`config.mk`:
```
export PLATFORM = sky130hd
export DESIGN_NAME = mole_scheduler
export DESIGN_NICKNAME = d
export VERILOG_FILES = /design/src/rtl/mole_scheduler.sv
export SDC_FILE = /design/constraint.sdc
export NUM_CORES = 1
export LEC_CHECK = 0
export CAP_MARGIN = 10
export CORE_UTILIZATION = 33
export CTS_BUF_LIST = sky130_fd_sc_hd__clkbuf_4
export DETAILED_ROUTE_END_ITERATION = 10
export GPL_ROUTABILITY_DRIVEN = 0
export GPL_TIMING_DRIVEN = 0
export PLACE_DENSITY = 0.65
export SLEW_MARGIN = 30
export SYNTH_ARGS = -nofsm -noshare
export SYNTH_HDL_FRONTEND = slang
export SYNTH_SLANG_ARGS = --single-unit
```
`constraint.sdc`:
```
create_clock -name clk -period 2.1 [get_ports clk]
set_input_delay 0.21 -clock clk [delete_from_list [all_inputs] [get_ports clk]]
set_output_delay 0.21 -clock clk [all_outputs]
set_load 0.05 [all_outputs]
```
`src/rtl/mole_scheduler.sv`:
```
// Whack-a-mole game sequencer: lights one LED per difficulty tick, scores hits and misses, and raises the difficulty.
// Hit/miss strobes and all state are registered; outputs update one cycle after the qualifying input.
module mole_scheduler #(
  parameter int unsigned ON_CYCLES      = 100000000,
  parameter int unsigned HITS_PER_LEVEL = 4,
  parameter int unsigned MAX_MISSES     = 3
) (
  input  logic       clk,
  input  logic       rst,
  input  logic       start,
  input  logic       tick,
  input  logic [7:0] buttons,
  output logic       freq_enable,
  output logic [2:0] difficulty,
  output logic [7:0] leds,
  output logic [7:0] score,
  output logic [1:0] misses,
  output logic       hit_pulse,
  output logic       miss_pulse,
  output logic       game_over
);

  localparam int CNT_W = (ON_CYCLES > 1) ? $clog2(ON_CYCLES) : 1;
  localparam int LVL_W = (HITS_PER_LEVEL > 1) ? $clog2(HITS_PER_LEVEL) : 1;
  localparam logic [CNT_W-1:0] CNT_LOAD   = CNT_W'(ON_CYCLES - 1);
  localparam logic [LVL_W-1:0] LVL_LAST   = LVL_W'(HITS_PER_LEVEL - 1);
  localparam logic [1:0]       MISS_LIMIT = 2'(MAX_MISSES);

  typedef enum logic [1:0] {
    IDLE      = 2'd0,
    WAIT_TICK = 2'd1,
    LIT       = 2'd2,
    GAME_OVER = 2'd3
  } state_t;

  state_t           state_q, state_d;
  logic [15:0]      lfsr_q, lfsr_d;
  logic [7:0]       buttons_q;
  logic [2:0]       prev_idx_q, prev_idx_d;
  logic [CNT_W-1:0] cnt_q, cnt_d;
  logic [LVL_W-1:0] lvl_q, lvl_d;
  logic [7:0]       leds_q, leds_d;
  logic [7:0]       score_q, score_d;
  logic [1:0]       misses_q, misses_d;
  logic [2:0]       diff_q, diff_d;
  logic             hit_q, hit_d;
  logic             miss_q, miss_d;

  logic [7:0] press;
  logic [2:0] cand;
  logic [2:0] idx;
  logic       hit;
  logic [1:0] misses_inc;

  assign press      = buttons & ~buttons_q;
  assign cand       = lfsr_q[2:0];
  // Never repeat the previous target so every tick is visibly a new mole.
  assign idx        = (cand == prev_idx_q) ? cand + 3'd1 : cand;
  assign hit        = |(press & leds_q);
  assign misses_inc = misses_q + 2'd1;

  always_comb begin
    state_d    = state_q;
    lfsr_d     = {lfsr_q[14:0], lfsr_q[15] ^ lfsr_q[13] ^ lfsr_q[12] ^ lfsr_q[10]};
    prev_idx_d = prev_idx_q;
    cnt_d      = cnt_q;
    lvl_d      = lvl_q;
    leds_d     = leds_q;
    score_d    = score_q;
    misses_d   = misses_q;
    diff_d     = diff_q;
    hit_d      = 1'b0;
    miss_d     = 1'b0;

    case (state_q)
      IDLE, GAME_OVER: begin
        if (start) begin
          score_d  = 8'd0;
          misses_d = 2'd0;
          diff_d   = 3'd0;
          lvl_d    = '0;
          leds_d   = 8'd0;
          state_d  = WAIT_TICK;
        end
      end
      WAIT_TICK: begin
        if (tick) begin
          leds_d     = 8'(1) << idx;
          prev_idx_d = idx;
          cnt_d      = CNT_LOAD;
          state_d    = LIT;
        end
      end
      LIT: begin
        // A correct press outranks the timeout in the same cycle.
        if (hit) begin
          hit_d   = 1'b1;
          score_d = (score_q == 8'hFF) ? score_q : score_q + 8'd1;
          leds_d  = 8'd0;
          state_d = WAIT_TICK;
          if (lvl_q == LVL_LAST) begin
            lvl_d  = '0;
            diff_d = (diff_q == 3'd7) ? diff_q : diff_q + 3'd1;
          end else begin
            lvl_d = lvl_q + 1'b1;
          end
        end else if (cnt_q == '0) begin
          miss_d   = 1'b1;
          misses_d = misses_inc;
          leds_d   = 8'd0;
          state_d  = (misses_inc == MISS_LIMIT) ? GAME_OVER : WAIT_TICK;
        end else begin
          cnt_d = cnt_q - 1'b1;
        end
      end
      default: state_d = IDLE;
    endcase
  end

  always_ff @(posedge clk) begin
    if (rst) begin
      state_q    <= IDLE;
      lfsr_q     <= 16'hACE1;
      buttons_q  <= 8'd0;
      prev_idx_q <= 3'd0;
      cnt_q      <= '0;
      lvl_q      <= '0;
      leds_q     <= 8'd0;
      score_q    <= 8'd0;
      misses_q   <= 2'd0;
      diff_q     <= 3'd0;
      hit_q      <= 1'b0;
      miss_q     <= 1'b0;
    end else begin
      state_q    <= state_d;
      lfsr_q     <= lfsr_d;
      buttons_q  <= buttons;
      prev_idx_q <= prev_idx_d;
      cnt_q      <= cnt_d;
      lvl_q      <= lvl_d;
      leds_q     <= leds_d;
      score_q    <= score_d;
      misses_q   <= misses_d;
      diff_q     <= diff_d;
      hit_q      <= hit_d;
      miss_q     <= miss_d;
    end
  end

  assign freq_enable = (state_q == WAIT_TICK) || (state_q == LIT);
  assign game_over   = (state_q == GAME_OVER);
  assign difficulty  = diff_q;
  assign leds        = leds_q;
  assign score       = score_q;
  assign misses      = misses_q;
  assign hit_pulse   = hit_q;
  assign miss_pulse  = miss_q;

endmodule

```
==> results by group, run 1 <==
Worst hold path
  – Worst hold stages: 2
  – HP Start: rst
  – Hold EP: cnt_q[1]
  – Hold Path Class: in -> reg

Setup path
  – Reg2Reg Capture Point: cnt_q[14]
  – CP Capture Type: flop
  – Worst EP arrival: 2.36 ns
  – WP data required: 2.42 ns
  – Cell depth of the worst flop-to-flop path: 10
  – Reg2reg start: state_q[0]
  – Setup CP Type: reg -> reg
  – Critical Path Fanout Max: 5
  – Critical Path Source Type: flop
  – Family with the most delay on the worst path: simple AND/OR/NAND/NOR gates
  – Crit path from: state_q[0]
  – Worst R2R Setup Slack: 0.06 ns
  – Worst path buffer plus inverter count: 3
  – Crit path cell chain: inv_2, ha_4, nor4b_4, nand3_2, buf_4, o2111ai_4, buf_6, nor3_2, xnor2_1, a21oi_1
  – Max stage delay cell, worst path: dfxtp_4
  – CP peak stage delay: 0.39 ns

Die
  – Die height: 110 um
  – Chip Width: 110 um
  – # rows: 39
  – Core box area: 11400 um^2
  – Die Footprint: 12100 um^2
  – IO Count: 37
  – Initial Utilization: 33.8%

Routing
  – DRC viols: 0
  – Initial DRC Count: 177
  – Final wirelength: 10000 um
  – Via density: 5.28
  – Post-DRT Antenna Nets: 0
  – WL/cell: 15.7 um
  – TritonRoute pass-1 iters: 4
  – Routed vias: 3375

Synthesis
  – Synthesized area: 3860 um^2
  – Adder-Cell Fraction of Synth Area: 3.57%
  – Sequential fraction of the synthesis area: 42.1%
  – Largest family of logic cells by synthesized area: simple AND/OR/NAND/NOR gates
  – Post-synth ARST share: 0%
  – Synth warn: 0
  – Post-synthesis compound-gate area fraction: 11.9%
  – Mux cell area share after synthesis: 3.21%
  – Synthesized instance count: 418
  – XOR/XNOR Fraction of Synth Area: 6.81%
  – Avg Synthesized Cell Area: 9.23 um^2
  – Post-synth EDFFs: 0
  – Synth Flop Type: dfxtp_1
  – Synth Area in Simple Gates: 29.4%
  – Synth Register Bits: 81
  – Unique masters post-synth: 60
  – Mapped Nets: 441

Clocking
  – Clock root buffer: clkbuf_4
  – Skew-Pair Late Insertion Delay: 0.46 ns
  – CTS Buf Count: 9
  – Hold_buf cts: 0
  – Worst-path clk slew: 0.16 ns
  – H-Tree Level Count: 3
  – Clock tree sinks: 81
  – CTS tree: yes
  – CTS max path bufs: 2

STA
  – Period utilization: 97.2%
  – Worst-margin pin slew: 0.612 ns
  – Final setup viols: 0
  – Setup clock skew after layout: 0.0259 ns
  – Pins over their slew limit: 0
  – Final hold violations: 0
  – Minimum clock period: 2.04 ns
  – Slew margin rel.: 59.1%
  – Fmax: 0.490 GHz
  – Worst setup margin: 0.0591 ns

Pwr
  – Net Sw Power: 1720 uW
  – Peak VDD IR: 308 uV
  – Sw Share: 37.8%
  – Clock Power Share: 23.0%
  – Combinational power share: 36.4%
  – Cell-internal power: 2830 uW
  – Sequential share of power: 40.5%
  – PD cells: 882 nW/um^2
  – Leakage Power: 0.00188 uW

Finish
  – Layout Cells excl Fill: 639
  – Area grow syn2layout: 33.8%
  – Layout cells sized above 1: 24.4%
  – Register area: 1640 um^2
  – Most common cell after layout, fill and taps aside: dfxtp_1
  – Multi-input gate area: 2480 um^2
  – Final net count: 513
  – Commonest cells after routing, fill and taps aside: 74 x dfxtp_1, 38 x nor2_1, 34 x clkdlybuf4s50_1, 27 x xnor2_1, 26 x nand2_1
  – FILL cells: 1092

Outcome
  – Status: finished clean

Global route
  – Largest net degree at the start of global routing: 18
  – Total GRT Usage: 16.3%
  – Vias in the first global route: 3194
  – Total gr overflow: 0
  – First-pass GRT wire length: 15300 um
  – Initial antenna violation count: 1

Place
  – PortBufs: 35
  – Post-Place Setup Slack: -0.424 ns
  – DP HPWL: 6430 um
  – Placed cells: 596

Flow run
  – Max-cap violations: 0
registers in the layout, summed over array words and instances (netlist names):
name        cells
miss_pulse      1
lfsr_q         16
lvl_q           2
buttons_q       8
score           8
cnt_q          27
difficulty      3
prev_idx_q      3
misses          2
leds            8
state_q         2
hit_pulse       1
synthesized netlist by cell type, drive strengths merged, types with 9 or more instances:
| library cell | instances | area, um^2 |
|---|---|---|
| a21oi | 25 | 125 |
| clkbuf | 10 | 37.5 |
| dfxtp | 81 | 1620 |
| ha | 11 | 138 |
| inv | 16 | 60.1 |
| mux2i | 9 | 90.1 |
| nand2 | 32 | 130 |
| nand3 | 11 | 67.6 |
| nand3b | 10 | 87.6 |
| nor2 | 38 | 143 |
| nor2b | 17 | 106 |
| nor3 | 14 | 86.3 |
| nor4 | 14 | 134 |
| nor4b | 11 | 140 |
| o21ai | 10 | 50.0 |
| or2 | 9 | 56.3 |
| xnor2 | 27 | 236 |
per-stage QoR:
stage	total power [uW]	utilization, %	setup TNS [ns]	instance area [um^2]	hold WS [ns]
global placement	2980	38.4	-13.43	4390	0.394
CTS	4250	42.0	0	4790	0.245
detailed placement	3010	38.4	-14.67	4390	0.399
floorplan	2750	-	0	3860	0.338
global route	4790	45.2	-0.154	5160	0.248
finish	4550	45.2	0	5160	0.218
per-layer routing:
metal | global-route usage [%] | vias to the layer above | part of all wire (%)
li1 | - | 1632 | -
met4 | 5.64 | 0 | 1.8
met1 | 20.9 | 1640 | 44
met3 | 2.65 | 14 | 5.1
met2 | 27.6 | 89 | 49
met5 | 0 | - | 0
final cells by class:
class                           instances  area share, %
Multi-Input combinational cell        307           48.1
Sequential cell                        81           31.7
Timing Repair Buffer                   60           10.6
Tap cell                              143           3.47
Clock inverter                          7           1.84
Buffer                                 15           1.50
Clock buffer                            9           1.31
Inverter                               16           1.31
Antenna cell                            1         0.0485
logic make-up (layout without fill, tap and decap cells):
family,Yosys count,after routing
XOR/XNOR,30,30
adder cells (fa/ha/maj),11,11
AND/OR/NAND/NOR,183,184
multiplexers,12,12
AO/OA/AOI/OAI,70,70
other,0,1
buffers and inverters,31,107
flip-flops,81,81
worst max-delay path by stage:
stage,endpoint,cells past startpoint
detailed placement,cnt_q[2],8
finish,cnt_q[14],10
global placement,cnt_q[2],8
CTS,cnt_q[14],9
global route,cnt_q[12],9
floorplan,cnt_q[2],8
power by group through the flow:
stage,Combinational (uW),Clock [uW],Sequential [uW]
after floorplan,912,0,1840
after global placement,1140,0,1840
after detailed placement,1170,0,1840
after CTS,1350,1070,1830
after global routing,1780,1140,1870
final,1660,1050,1840
repair_timing:
action / 4_1_cts / 5_1_grt
buffers inserted: 6 / 17
resized for setup: 37 / 53
pin swaps: 4 / 17
endpoints found under the setup margin: 52 / 44
cloned: 0 / 3
Power figures use the tool's default switching activity.
==> run 2, diff against run 1 <==
--- a/config.mk
+++ b/config.mk
@@ -6,12 +6,14 @@
 export NUM_CORES = 1
 export LEC_CHECK = 0
 export CAP_MARGIN = 10
-export CORE_UTILIZATION = 33
+export CORE_UTILIZATION = 30
 export CTS_BUF_LIST = sky130_fd_sc_hd__clkbuf_4
 export DETAILED_ROUTE_END_ITERATION = 10
+export DONT_BUFFER_PORTS = 1
 export GPL_ROUTABILITY_DRIVEN = 0
 export GPL_TIMING_DRIVEN = 0
-export PLACE_DENSITY = 0.65
+export MAX_ROUTING_LAYER = met4
+export PLACE_DENSITY = 0.57
 export SLEW_MARGIN = 30
 export SYNTH_ARGS = -nofsm -noshare
 export SYNTH_HDL_FRONTEND = slang
==> run 2 against run 1 <==
  * Die area increased by 9.8%
  * Combinational power about the same
  * First-iteration DRC count increased by 5.6%
==> results by group, run 2 (synthesis results as in run 1) <==
STA
  – Minimum clock period: 2.06 ns
  – Pins over their slew limit: 0
  – Setup clock skew after layout: 0.0308 ns
  – Final hold violations: 0
  – RSZ-0062 raised after global routing: true
  – TNS Setup: 0 ns
  – Worst-margin pin slew: 0.658 ns
  – Final setup viols: 0
  – Slew margin rel.: 56.0%
  – Fmax: 0.485 GHz
  – Period utilization: 98.2%
  – WHS: 0.0974 ns

Worst hold path
  – HP Start: tick
  – Worst hold stages: 4
  – Hold EP: leds[3]
  – Hold Path Class: in -> reg

Finish
  – Top reg by flops: cnt_q
  – Layout Cells excl Fill: 649
  – Layout cells sized above 1: 27.5%
  – Area grow syn2layout: 28.9%
  – Register area: 1660 um^2
  – Fin area: 4970 um^2
  – Most common cell after layout, fill and taps aside: dfxtp_1
  – FILL cells: 1245
  – Multi-input gate area: 2470 um^2
  – Commonest cells after routing, fill and taps aside: 67 x dfxtp_1, 38 x nor2_1, 30 x buf_4, 27 x xnor2_1, 26 x nand2_1
  – Largest register FFs: 27
  – Final net count: 494
  – Top Registers: cnt_q: 27 flops, lfsr_q: 16 flops
  – Final Util: 39.5%

Pwr
  – Net Sw Power: 1690 uW
  – Clock Power Share: 21.7%
  – Combinational power share: 37.2%
  – Sw Share: 37.4%
  – Sequential share of power: 41.1%
  – Cell-internal power: 2820 uW
  – PD cells: 908 nW/um^2
  – Leakage Power: 0.00182 uW
  – Peak VDD IR: 553 uV

Setup path
  – Worst EP arrival: 2.43 ns
  – Cell depth of the worst flop-to-flop path: 7
  – Setup CP Type: reg -> reg
  – Crit path from: leds[5]
  – Crit path cell chain: nand3b_1, nand2_2, o41a_1, clkbuf_4, nor4b_2, xnor2_1, nor2_1
  – Critical Path Source Type: flop
  – CP Capture Type: flop
  – Critical Path Fanout Max: 10
  – Worst R2R Setup Slack: 0.04 ns
  – WP data required: 2.47 ns
  – Reg2Reg Capture Point: cnt_q[11]
  – CP peak stage delay: 0.50 ns
  – Max stage delay cell, worst path: o41a_1
  – Reg2reg start: leds[5]

Clocking
  – Worst-path clk slew: 0.15 ns
  – CTS Buf Count: 9
  – H-Tree Level Count: 3
  – Skew-Pair Late Insertion Delay: 0.48 ns
  – Clock root buffer: clkbuf_4
  – CTS max path bufs: 2
  – Clock tree sinks: 81
  – CTS tree: yes

Flow run
  – Max-cap violations: 0

Routing
  – TritonRoute pass-1 iters: 5
  – Initial DRC Count: 187
  – Via density: 5.10
  – Final wirelength: 10400 um
  – Routed vias: 3313
  – Post-DRT Antenna Nets: 0
  – DRC viols: 0
  – WL/cell: 16.1 um

Die
  – Initial Utilization: 30.7%
  – IO Count: 37
  – Die Footprint: 13300 um^2
  – Die height: 115 um
  – # rows: 41
  – Chip Width: 115 um
  – Core box area: 12600 um^2

Place
  – PortBufs: 0
  – Placed instance area: 4080 um^2
  – Placed cells: 590
  – DP HPWL: 6740 um

Global route
  – Total GRT Usage: 16.6%
  – Vias in the first global route: 3251
  – Largest net degree at the start of global routing: 16
  – Initial antenna violation count: 1
  – First-pass GRT wire length: 16400 um
  – Total gr overflow: 0

Outcome
  – Status: finished clean
## run 2: cell count changes in the layout (fill, tap and decap cells not counted), sizes merged
cell	delta
nor3	+1
buf	+5
dlygate4sd3	+9
clkdlybuf4s50	-34
clkbuf	+1
dlygate4sd2	-1
## run 2: timing repair
| item | in CTS | in global routing |
|---|---|---|
| endpoints found under the hold margin | 10 | 0 |
| hold buffers | 9 | 0 |
| setup endpoints to repair | 53 | 45 |
| setup buffers | 19 | 12 |
| gates cloned | 1 | 1 |
| resized for setup | 61 | 29 |
| pin swaps | 10 | 14 |
## run 2: layout make-up
cell class                 count  area share [%]
buffer                        15            1.51
timing repair buffer          40            6.82
sequential                    81            33.4
multi-input combinational    308            49.7
tap                          172            4.33
clock inverter                 7            1.49
antenna                        1          0.0504
clock buffer                   9            1.36
inverter                      16            1.36
## run 2: routing by layer
metal / global-route usage, % / routed length [um]
met5: - / 0
met4: 5.97 / 128
met3: 4.48 / 690
met2: 26.3 / 4900
met1: 20.3 / 4700
## run 2: worst max-delay path: cells and delay by family, from the launching register on
family                 cells  cell delay (ns)
AND/OR/NAND/NOR            4             0.60
AO/OA/AOI/OAI              1             0.50
buffers and inverters      1             0.25
flip-flops                 1             0.44
XOR/XNOR                   1             0.16
## run 2: metrics by stage
step,total power [uW],setup WS (ns)
2_1_floorplan,2750,0.0182
3_3_place_gp,2950,-0.426
3_5_place_dp,2980,-0.433
4_1_cts,4290,0.00543
5_1_grt,4750,-0.0861
6_report,4510,0.0379
## run 2: worst max-delay path by stage
| stage | endpoint | slack [ns] | cells past startpoint |
|---|---|---|---|
| global placement | cnt_q[15] | -0.43 | 8 |
| floorplan | cnt_q[2] | 0.02 | 8 |
| global route | cnt_q[6] | -0.09 | 7 |
| finish | cnt_q[11] | 0.04 | 7 |
| detailed placement | cnt_q[15] | -0.43 | 8 |
| CTS | leds[0] | 0.005 | 8 |
## run 2: power by group through the flow
stage                     logic, uW  registers [uW]  clock network [uW]
final                          1680            1860                 980
after CTS                      1430            1850                1010
after detailed placement       1110            1870                   0
after global placement         1090            1860                   0
after global routing           1800            1880                1070
after floorplan                 912            1840                   0
